==> config.mk <==
export PLATFORM = sky130hd
export DESIGN_NAME = bitwise_operand_loader
export DESIGN_NICKNAME = d
export VERILOG_FILES = /design/src/rtl/bitwise_operand_loader.sv
export SDC_FILE = /design/constraint.sdc
export NUM_CORES = 1
export LEC_CHECK = 0
export CORE_MARGIN = 2
export CORE_UTILIZATION = 40
export CTS_CLUSTER_SIZE = 14
export DETAILED_ROUTE_END_ITERATION = 12
export PLACE_DENSITY_LB_ADDON = 0.1
export SETUP_SLACK_MARGIN = 0.15
export SYNTH_ARGS = -nofsm -noshare
export SYNTH_HDL_FRONTEND = slang
export SYNTH_SLANG_ARGS = --single-unit
export TNS_END_PERCENT = 5
==> constraint.sdc <==
create_clock -name clk -period 6.5 [get_ports clk]
set_clock_uncertainty 0.1 [all_clocks]
set_input_delay 1.625 -clock clk [delete_from_list [all_inputs] [get_ports clk]]
set_output_delay 1.625 -clock clk [all_outputs]
set_load 0.01 [all_outputs]
==> src/rtl/bitwise_operand_loader.sv <==
// ============================================================================
// bitwise_operand_loader : byte-serial A/B operand assembler with valid/ready
// Revision 1.0 : initial release
// ============================================================================
`default_nettype none

module bitwise_operand_loader #(
    parameter int WIDTH = 16
) (
    input  logic             clk,
    input  logic             rst,
    input  logic [7:0]       in_data,
    input  logic             in_sof,
    input  logic             in_valid,
    output logic             in_ready,
    output logic [WIDTH-1:0] a,
    output logic [WIDTH-1:0] b,
    output logic             out_valid,
    input  logic             out_ready,
    output logic             err,
    output logic [15:0]      frame_cnt
);

    localparam int NBYTES = WIDTH / 8;
    localparam int IDXW   = (NBYTES > 1) ? $clog2(NBYTES) : 1;

    localparam logic [IDXW-1:0] C_LAST_IDX  = IDXW'(NBYTES - 1);
    localparam logic [IDXW-1:0] C_FIRST_IDX = IDXW'((NBYTES > 1) ? 1 : 0);

    typedef enum logic [1:0] {
        IDLE   = 2'd0,
        LOAD_A = 2'd1,
        LOAD_B = 2'd2,
        HOLD   = 2'd3
    } state_t;

    // A single-byte operand is complete after byte0, so the frame skips LOAD_A.
    localparam state_t C_FIRST_STATE = (NBYTES > 1) ? LOAD_A : LOAD_B;

    state_t           r_state;
    logic [IDXW-1:0]  r_idx;
    logic [WIDTH-1:0] r_sa;
    logic [WIDTH-1:0] r_sb;

    logic             w_accept;
    logic [WIDTH-1:0] w_first;
    logic [WIDTH-1:0] w_sa_ins;
    logic [WIDTH-1:0] w_sb_ins;

    assign in_ready = (r_state != HOLD);
    assign w_accept = in_valid & in_ready;
    assign w_first  = WIDTH'(in_data);

    always_comb begin
        w_sa_ins = r_sa;
        w_sb_ins = r_sb;
        w_sa_ins[{r_idx, 3'b000} +: 8] = in_data;
        w_sb_ins[{r_idx, 3'b000} +: 8] = in_data;
    end

    always_ff @(posedge clk or posedge rst) begin
        if (rst) begin
            r_state   <= IDLE;
            r_idx     <= '0;
            r_sa      <= '0;
            r_sb      <= '0;
            a         <= '0;
            b         <= '0;
            out_valid <= 1'b0;
            err       <= 1'b0;
            frame_cnt <= '0;
        end else begin
            err <= 1'b0;
            case (r_state)
                IDLE: begin
                    if (w_accept) begin
                        if (in_sof) begin
                            r_sa    <= w_first;
                            r_sb    <= '0;
                            r_idx   <= C_FIRST_IDX;
                            r_state <= C_FIRST_STATE;
                        end else begin
                            err <= 1'b1;
                        end
                    end
                end

                LOAD_A: begin
                    if (w_accept) begin
                        if (in_sof) begin
                            // Resync: restart the frame with this byte as A byte0.
                            err     <= 1'b1;
                            r_sa    <= w_first;
                            r_sb    <= '0;
                            r_idx   <= C_FIRST_IDX;
                            r_state <= C_FIRST_STATE;
                        end else begin
                            r_sa <= w_sa_ins;
                            if (r_idx == C_LAST_IDX) begin
                                r_idx   <= '0;
                                r_state <= LOAD_B;
                            end else begin
                                r_idx <= r_idx + IDXW'(1);
                            end
                        end
                    end
                end

                LOAD_B: begin
                    if (w_accept) begin
                        if (in_sof) begin
                            err     <= 1'b1;
                            r_sa    <= w_first;
                            r_sb    <= '0;
                            r_idx   <= C_FIRST_IDX;
                            r_state <= C_FIRST_STATE;
                        end else begin
                            r_sb <= w_sb_ins;
                            if (r_idx == C_LAST_IDX) begin
                                // Final B byte goes straight to b in the same edge.
                                a         <= r_sa;
                                b         <= w_sb_ins;
                                out_valid <= 1'b1;
                                r_idx     <= '0;
                                r_state   <= HOLD;
                            end else begin
                                r_idx <= r_idx + IDXW'(1);
                            end
                        end
                    end
                end

                HOLD: begin
                    if (out_ready) begin
                        out_valid <= 1'b0;
                        frame_cnt <= frame_cnt + 16'd1;
                        r_state   <= IDLE;
                    end
                end

                default: begin
                    r_state <= IDLE;
                end
            endcase
        end
    end

endmodule

`default_nettype wire

# ---- Word level (Yosys, flattened, before mapping)
# Index checks and enable logic that the tools add are counted.
dict set report totals {
  ff_bits 85
  latch_bits 0
  mem_bits_rw 0
  mem_bits_ro 0
  in_bits 13
  out_inout_bits 51
  word_cells 87
  memories 0
}
dict set report op_classes {
  n_addsub 3
  mul 0
  div 0
  n_lt_le_gt_ge 0
  eq_ne 18
  shift 2
  mux 38
  bitwise_logic 2
  n_reduce_logical 15
}
# cell n
set ops {}
lappend ops {{2-to-1 mux 16 bit} 8}
lappend ops {{one-hot mux 16 bit (2 select lines)} 2}
lappend ops {{bitwise mux 16 bit} 2}
lappend ops {{2-to-1 mux 2 bit} 9}
lappend ops {{adder 16 x 1 -> 16 bit (second input constant)} 1}
lappend ops {{!= test 2 bit (second input constant)} 8}
lappend ops {{AND reduction 4 bit} 4}
lappend ops {{variable shift 8 x 6 -> 16 bit (first input constant)} 1}
lappend ops {{variable part select 8 x 6 -> 16 bit} 1}
lappend ops {{2-to-1 mux 1 bit} 13}
lappend ops {{!= test 2 x 1 -> 1 bit (second input constant)} 5}
lappend ops {{one-hot mux 2 bit (4 select lines)} 1}
lappend ops {{nonzero test 2 bit} 4}
lappend ops {{AND reduction 7 bit} 1}
lappend ops {{!= test 3 bit (second input constant)} 2}
lappend ops {{negation 4 -> 6 bit} 1}
lappend ops {{one-hot mux 1 bit (2 select lines)} 3}
lappend ops {{OR reduction 2 bit} 3}
lappend ops {{AND reduction 5 bit} 1}
lappend ops {{== test 2 bit (second input constant)} 2}
lappend ops {{== test 2 x 1 -> 1 bit (second input constant)} 1}
lappend ops {{logical NOT 2 bit} 1}
lappend ops {{AND reduction 2 bit} 1}
lappend ops {{adder 1 bit (second input constant)} 1}
lappend ops {{2 further kinds} 2}

# ---- Logic depth before layout (Yosys ltp)
# Gate-level depths: netlist of the first run.
dict set report depth {
  word_depth 6
  ltp_mapped 8
  depth_no_buf 6
}

# ---- Least setup slack after synthesis of the first run
# No wires, ideal clock.
dict set report synth_path {
  path_kind {input -> register}
  start {input port in_sof}
  end {register b[10]}
  setup_ps 125
  arrival_ps 2728
  required_time_ps 6275
  slack_ps 3547
  cell_stages 5
  n_path_buf 2
  cell_sequence {buf_2 > nand2b_4 > nor2_1 > buf_4 > mux2_2}
}
dict set report synth_between {
  elab_chain_len 2
}
# element line_no
set synth_lines {}
lappend synth_lines {{from (decl)} 13} ;# input logic in_sof,
lappend synth_lines {{NOT 1 bit (no line)} n/a}
lappend synth_lines {{AND reduction 4 bit (no line)} n/a}
lappend synth_lines {{to (signal assigned)} 122} ;# b <= w_sb_ins;
lappend synth_lines {{to (decl)} 17} ;# output logic [WIDTH-1:0] b,
# Every way passes these cells.
# A chain may end at the register's enable or synchronous reset.

# ---- Final worst setup path of the first run
dict set report layout_path {
  start {register r_state[0]}
  end {output port in_ready}
}
dict set report layout_between {
  elab_chain_len 1
}
# element line_no
set layout_lines {}
lappend layout_lines {{from (decl)} 40} ;# state_t r_state;
lappend layout_lines {{from (signal assigned)} 63} ;# r_state <= IDLE;
lappend layout_lines {{from (signal assigned)} 81} ;# r_state <= C_FIRST_STATE;
lappend layout_lines {{from (signal assigned)} 96} ;# r_state <= C_FIRST_STATE;
lappend layout_lines {{!= test 2 bit} 50} ;# assign in_ready = (r_state != HOLD);
lappend layout_lines {{to (decl)} 15} ;# output logic in_ready,
# Every way passes these cells.

==> results of run 1 <==
## flip-flops by register name, summed over array words and instances (netlist names), 2 cells and up
name       count
r_state        2
b             16
r_sb           8
a             16
r_sa          16
frame_cnt     16
## report_power, final
group	switching [W]	internal (W)
registers	0.0000816	0.000602
logic	0.000239	0.000289
clock network	0.000178	0.000255
total	0.000499	0.00115
## layout make-up
| type | count | area [µm²] |
|---|---|---|
| Fill cell | 746 | 3850 |
| Sequential cell | 77 | 1930 |
| Multi-Input combinational cell | 173 | 1360 |
| Timing Repair Buffer | 65 | 646 |
| Tap cell | 105 | 131 |
| Clock buffer | 10 | 128 |
| Clock inverter | 6 | 111 |
| Inverter | 6 | 22.5 |
## logic make-up after synthesis
logic type                 count (synthesis)
muxes                                     43
DFF                                       77
buffers and inverters                     14
and+or+nand+nor                           73
xor gates and xnor gates                  16
AOI/OAI and AO/OA                         32
adders and majority gates                  9
## path summary, 6_finish.rpt
check                                          start                         to  slack [ps]  cells after the start
max in group asynchronous                        rst           b[9]$_DFFE_PP0P_        3700                      3
min in group asynchronous                        rst  frame_cnt[15]$_DFFE_PP0P_        1560                      2
max reg2reg                   r_state[0]$_DFFE_PP0P_       r_sa[11]$_DFFE_PP0P_        3860                      5
min                        frame_cnt[15]$_DFFE_PP0P_  frame_cnt[15]$_DFFE_PP0P_         380                      1
max                           r_state[0]$_DFFE_PP0P_                   in_ready        2940                      3
min reg2reg                frame_cnt[15]$_DFFE_PP0P_  frame_cnt[15]$_DFFE_PP0P_         380                      1
## layout by cell type, fill, tap and decap left out, types with 2 or more instances in the layout
master	count
and3_1	2
dfrtp_1	77
nand2b_1	2
nor2_1	11
o31ai_1	2
inv_1	5
buf_4	2
nor2_2	2
clkbuf_8	9
and4_1	2
ha_1	9
nor3_1	3
nor2b_1	12
nand2_1	25
clkdlybuf4s50_1	63
nand4_1	3
xor2_1	6
bufinv_16	3
o21ai_0	10
a22o_1	8
xnor2_1	10
nand3_1	6
nor3_2	2
mux2_2	42
## routing by layer
| layer | GRT usage | up-vias |
|---|---|---|
| met5 | 0 | - |
| met4 | 0.0750 | 0 |
| met3 | 0.0356 | 12 |
| met2 | 0.240 | 64 |
| met1 | 0.223 | 1111 |
| li1 | - | 1054 |
## metrics by stage
step                      cell area [µm²]  setup slack, ps  std cells  total power (W)
final                                4320             2940        442          0.00165
after global routing                 4320             2810        442          0.00175
after detailed placement             4090             2580        426          0.00123
after floorplan                      3350             2810        264          0.00100
after CTS                            4320             2930        442          0.00167
after global placement               4090             2650        426          0.00122
## worst max-delay path, stage by stage, from the launching register on
cell and delay (ps):
dfrtp_1 490, ha_1 350, inv_1 110, clkdlybuf4s50_1 540
==> impl_metrics.ini, run 1 <==
[grt]
grt_start_max_net_pins = 50
gr-total-overflow = 0
antenna_found_initial = 0
grt_pass1_vias = 2204
track_usage = 0.161
grt_pass1_wl_um = 11100

[routing]
route.vias.total = 2241
firstDrtPassIters = 4
met2_length_um = 2960
drt_iter0_drc = 65
drt-met1-wl_um = 3220
wl_met3_um = 377
wirelength_um = 6680
top_layer = met4
drtAntennaViolNets = 0
drc_errors = 0
viasPerCell = 5.07
post_drt_wl_per_cell_um = 15.1

[clock_tree]
clk_latency_ps = 350
cts_setup_buffers = 0
cts_buffers = 9
clockBufferDepth = 2
cts_resized = 0
tritoncts = built
path_clk_slew_ps = 90
cts_sinks = 77
h-tree-depth = 3
hold_buffers = 0
cts-root-buf = clkbuf_8

[yosys]
synth_top_family_by_area = multiplexers
synthDominantCellAreaShare = 0.574
seq_area_frac_synth = 0.574
synthMuxAreaShare = 0.144
synthXorXnorAreaFrac = 0.0418
synth.most_common_cell = dfrtp_1
synthCells = 264
synth_fa_ha_area_frac = 0.0336
synth-simple-area-share = 0.111
synth_seq_cells = 77
synth_ff_type = dfrtp_1
yosysWarnings = 0
synthArstFlopShare = 1.00
ys_types = 39
synth-edff-count = 0
synth_common_cells = dfrtp_1 (77), mux2_2 (42), nand2_1 (25), nor2_1 (12), nor2b_1 (12)
yosys-top-cells-area = dfrtp_1 (57%), mux2_2 (14%), ha_1 (3.4%)
synth_compound_area_frac = 0.0739
avgSynthCellArea_um2 = 12.7
syn_nets = 286
synth_area_mm2 = 0.00335
yosys.area.top_type = dfrtp_1

[power_and_ir_drop]
leakage_nw = 1.95
ir_drop_uv = 174
power_density_mw_per_mm2 = 381

[timing]
slew_headroom = 0.282
worstMarginPinSlew_ps = 1080
setup_viol = 0
rsz0062_at_grt = false
period_share = 0.548
min_period_ps = 3560
whs_ps = 383
finalSetupTns_ps = 0
finalHoldViolations = 0
clock.fmax_mhz = 281
maxSlewViolCount = 0

[critical_path]
worstPathArrival_ps = 1840
critPathLaunchType = flop
required_ps = 4780
cp-end-kind = output pin
crit_fanout = 8
path_class = flop to output pin

[floorplan]
core_area_mm2 = 0.00818
die_width_um = 95.6
die_y_um = 95.6
dieArea_mm2 = 0.00913
ios = 64
start_util = 0.410
fp-row-count = 33

[hold_path]
hold_class = flop to flop

[placement]
io_buffer_count = 63
dp_hpwl_um = 4510
gp_congestion = 0.815

[cells_and_area]
drive_gt1_frac = 0.205
fin_nets = 354
area_growth_pct = 28.9
post-route-util = 0.529
diodes = 0

[run]
drv_cap = 0

[run_status]
status = completed
Power figures use the tool's default switching activity.
==> run 2: changes to the inputs <==
Clock period 6.5 ns to 3.1 ns, I/O delays scaled along.
==> impl_metrics.ini, run 2 (same netlist as run 1, synthesis figures left out) <==
[timing]
finalHoldViolations = 0
clock.fmax_mhz = 372
setup_viol = 0
slew_headroom = 0.498
worstMarginPinSlew_ps = 743
min_period_ps = 2690
maxSlewViolCount = 0
finalSetupTns_ps = 0
rsz0062_at_grt = false
whs_ps = 376
period_share = 0.868

[placement]
io_buffer_count = 63
dp.cells = 431
gp_congestion = 0.886
dp_hpwl_um = 4730

[clock_tree]
h-tree-depth = 3
path_clk_slew_ps = 90
cts-root-buf = clkbuf_8
cts_setup_buffers = 0
cts_resized = 0
hold_buffers = 0
tritoncts = built
clockBufferDepth = 2
cts_buffers = 9
clk_latency_ps = 350
cts_sinks = 77

[grt]
grtUsageMet1 = 0.229
grt_pass1_wl_um = 11600
met3_usage = 0.0545
use_met2 = 0.256
gr-total-overflow = 0
grt_start_max_net_pins = 78
grt_pass1_vias = 2268
grt_busiest_layer = met2
track_usage = 0.169
antenna_found_initial = 0

[cells_and_area]
post-route-util = 0.531
final_common_cell = dfrtp_1
diodes = 0
area_growth_pct = 29.5
fin_nets = 359
stdcell_count = 447
layout_common_cells = dfrtp_1 (77), clkdlybuf4s50_1 (63), mux2_2 (42), nand2_1 (25), nor2b_1 (12)
drive_gt1_frac = 0.219
fillers = 738

[critical_path]
crit_chain = ha_1 > inv_1 > clkdlybuf4s50_1
required_ps = 2220
crit_path_top_delay_cell = clkdlybuf4s50_1
crit_fanout = 8
critPathLaunchType = flop
worstPathArrival_ps = 1810
path_class = flop to output pin
cp-end-kind = output pin
cpPeakStageDelay_ps = 540
reg2regPathDepth = 5

[routing]
drt_iter0_drc = 65
drc_errors = 0
viasPerCell = 5.04
route.vias.total = 2252
wirelength_um = 6980
post_drt_wl_per_cell_um = 15.6
drtAntennaViolNets = 0
firstDrtPassIters = 4

[floorplan]
ios = 64
fp-row-count = 33
dieArea_mm2 = 0.00913
die_width_um = 95.6
die_y_um = 95.6
core_area_mm2 = 0.00818
start_util = 0.410

[power_and_ir_drop]
power_density_mw_per_mm2 = 776
leakage_nw = 1.97
ir_drop_uv = 342
p_total_w = 0.00337

[hold_path]
whs_path_depth = 1
hold_class = flop to flop

[run_status]
status = completed

[run]
drv_cap = 0
-- run 2: cell types whose count changed in the layout (fill, tap and decap cells not counted) --
cell       change
inv_6          +1
clkbuf_1       -1
clkinv_4       -1
bufinv_16      -2
clkbuf_8       +2
clkinv_2       +1
buf_12         +1
buf_4          +4
-- run 2: metal layers --
layer,share of wire,wire length [µm]
met2,0.45,3180
met3,0.052,361
met5,0,0
met1,0.48,3360
met4,0.012,85
-- run 2: layout make-up --
type	count	area, µm²	share of cell area
clock buffer	11	151	0.0349
clock inverter	5	56.3	0.0130
inverter	6	22.5	0.00519
multi-input combinational	173	1360	0.313
sequential	77	1930	0.444
tap	105	131	0.0303
timing repair buffer	70	696	0.160
-- run 2: final timing paths --
check	from	slack (ps)	end
worst max-delay path	r_state[0]$_DFFE_PP0P_	410	in_ready
worst min-delay path	frame_cnt[15]$_DFFE_PP0P_	380	frame_cnt[15]$_DFFE_PP0P_
worst max register to register	r_state[0]$_DFFE_PP0P_	720	r_sa[7]$_DFFE_PP0P_
worst min register to register	frame_cnt[15]$_DFFE_PP0P_	380	frame_cnt[15]$_DFFE_PP0P_
max in group asynchronous	rst	1850	b[12]$_DFFE_PP0P_
min in group asynchronous	rst	720	a[4]$_DFFE_PP0P_
-- run 2: through the flow --
step / setup slack (ps) / area, µm²
after floorplan: 258 / 3350
after global routing: 297 / 4340
after detailed placement: 275 / 4140
after global placement: 315 / 4140
after CTS: 395 / 4340
final: 410 / 4340
-- run 2: power breakdown --
group	internal, W	switching, W	total (W)
Sequential	0.00126	0.000181	0.00144
Clock	0.000416	0.000377	0.000794
Combinational	0.000622	0.000510	0.00113
-- run 2: worst max-delay path, delay by kind of cell, from the launching register on --
| family | cells | cell delay [ps] |
|---|---|---|
| adder cells (fa/ha/maj) | 1 | 330 |
| buffers and inverters | 2 | 650 |
| flip-flops | 1 | 490 |
==> run 3: changes to the inputs <==
Settings changed: ABC_AREA set to 1, CORE_MARGIN 2 to unset, CTS_BUF_LIST set to sky130_fd_sc_hd__clkbuf_4.
==> impl_metrics.ini, run 3 <==
[run_status]
status = completed

[power_and_ir_drop]
ir_drop_uv = 393
p_total_w = 0.00401
power_density_mw_per_mm2 = 775
leakage_nw = 2.51

[floorplan]
die_width_um = 105
core_area_mm2 = 0.0103
die_y_um = 105
ios = 64
dieArea_mm2 = 0.0110
start_util = 0.412
fp-row-count = 37

[critical_path]
worstPathArrival_ps = 1860
r2r_start = r_state[0]$_DFFE_PP0P_
crit_path_top_delay_cell = clkdlybuf4s50_1
path_class = flop to output pin
required_ps = 2220
ff2ff_setup_slack_ps = 1010
cp_num_buf_inv = 2
critical-path-top-delay-family = buffers and inverters
reg2regPathDepth = 7
critPathLaunchType = flop
crit_fanout = 11
r2r_end = b[2]$_DFFE_PP0P_
cpPeakStageDelay_ps = 550
crit_chain = ha_1 > inv_1 > clkdlybuf4s50_1
cp-end-kind = output pin

[timing]
setup_viol = 0
min_period_ps = 2740
maxSlewViolCount = 0
clock.fmax_mhz = 365
finalHoldViolations = 0
period_share = 0.884
rsz0062_at_grt = false
finalSetupTns_ps = 0
worstMarginPinSlew_ps = 605
slew_headroom = 0.595

[clock_tree]
cts_setup_buffers = 0
cts-root-buf = clkbuf_4
h-tree-depth = 3
cts_buffers = 9
path_clk_slew_ps = 130
clockBufferDepth = 2
tritoncts = built
cts_sinks = 85
clk_latency_ps = 420

[routing]
drt_iter0_drc = 184
drtAntennaViolNets = 0
viasPerCell = 4.78
route.vias.total = 3436
drc_errors = 0
wirelength_um = 9200
post_drt_wl_per_cell_um = 12.8
firstDrtPassIters = 4

[yosys]
avgSynthCellArea_um2 = 8.32
seq_area_frac_synth = 0.500
synth.most_common_cell = nand2_1
synth_area_mm2 = 0.00425
synth_common_cells = nand2_1 (171), dfrtp_1 (85), nor2_1 (65), nand3_1 (46), inv_1 (31)
synth_seq_cells = 85
yosysWarnings = 0
synth-edff-count = 0
syn_nets = 533
synthDominantCellAreaShare = 0.500
yosys.area.top_type = dfrtp_1
synthCells = 511
synthArstFlopShare = 1.00
synth_ff_type = dfrtp_1
ys_types = 30
yosys-top-cells-area = dfrtp_1 (50%), nand2_1 (15%), nor2_1 (5.7%)

[hold_path]
whs_path_depth = 2
hold_class = flop to flop
hp-start = r_sa[14]$_DFFE_PP0P_
hold_end = r_sa[14]$_DFFE_PP0P_

[cells_and_area]
fillers = 1017
seqCellArea_mm2 = 0.00213
final_common_cell = nand2_1
area_growth_pct = 21.7
drive_gt1_frac = 0.0858
layout_common_cells = nand2_1 (171), dfrtp_1 (84), nor2_1 (65), clkdlybuf4s50_1 (63), nand3_1 (46)
multi_input_area_mm2 = 0.00187
diodes = 0
fin_nets = 601

[placement]
io_buffer_count = 63
dp_hpwl_um = 6770
gp_congestion = 0.890

[run]
drv_cap = 0

[grt]
grt_start_max_net_pins = 24
grt_pass1_wl_um = 16000
gr-total-overflow = 0
antenna_found_initial = 0
track_usage = 0.183
grt_pass1_vias = 3330
[run 3: cell count changes after synthesis, moves of 9 or more]
cell     delta
nand3_1    +40
nor2b_1    -12
nor2_1     +53
mux2_2     -42
nand2_1   +146
o21ai_0    +17
a21oi_1     +9
inv_1      +25
a21oi_4    +10
[run 3: timing repair]
item / in CTS / in global routing
gates resized for setup: 0 / 1
hold buffers: 0 / 0
endpoints found under the setup margin: 0 / 1
[run 3: metrics by stage]
| step | area (µm²) | util | hold WS (ps) | cells | setup WS (ps) |
|---|---|---|---|---|---|
| 2_1_floorplan | 4260 | - | 337 | 511 | 1250 |
| 3_3_place_gp | 5060 | 0.490 | 348 | 704 | 559 |
| 3_5_place_dp | 5060 | 0.490 | 355 | 704 | 502 |
| 4_1_cts | 5170 | 0.501 | 388 | 719 | 246 |
| 5_1_grt | 5170 | 0.501 | 410 | 719 | 236 |
| 6_report | 5170 | 0.501 | 384 | 719 | 360 |
[run 3: layer usage]
| layer | global-route usage | vias to the layer above | routed length (µm) |
|---|---|---|---|
| li1 | - | 1754 | - |
| met1 | 0.261 | 1603 | 4630 |
| met2 | 0.284 | 73 | 4190 |
| met3 | 0.0337 | 6 | 306 |
| met4 | 0.0493 | 0 | 72 |
| met5 | 0 | - | 0 |
[run 3: cell families (layout without fill, tap and decap cells)]
group | count (synthesis) | after routing | share of synthesized area
AOI/OAI and AO/OA | 60 | 60 | 0.102
adders and majority gates | 9 | 9 | 0.0265
xor gates and xnor gates | 10 | 10 | 0.0206
buffers and inverters | 50 | 122 | 0.0594
DFF | 85 | 85 | 0.500
and+or+nand+nor | 297 | 297 | 0.291
[run 3: worst max-delay path by stage]
stage	start	end	slack, ps	depth (start not counted)
global placement	in_sof	b[2]$_DFFE_PP0P_	560	7
global route	r_state[0]$_DFFE_PP0P_	in_ready	240	3
finish	r_state[0]$_DFFE_PP0P_	in_ready	360	3
detailed placement	in_sof	b[2]$_DFFE_PP0P_	500	7
CTS	r_state[0]$_DFFE_PP0P_	in_ready	250	3
floorplan	rst	a[0]$_DFFE_PP0P_	1250	1
[run 3: cell type report]
cell class,instances,share of cell area
Clock inverter,6,0.00798
Sequential cell,85,0.411
Multi-Input combinational cell,376,0.362
Inverter,33,0.0252
Clock buffer,9,0.0131
Timing Repair Buffer,74,0.148
Tap cell,136,0.0329
[run 3: worst min-delay path, cell delays in order, from the launching register on]
cell     delay (ps)
dfrtp_1         360
nand2_1          50
nand2_1          40
[run 3: report_power, final]
group | internal (W) | switching (W) | total [W]
Sequential | 0.00141 | 0.000213 | 0.00162
Clock | 0.000159 | 0.000379 | 0.000538
Combinational | 0.000734 | 0.00111 | 0.00185
Total | 0.00230 | 0.00170 | 0.00401
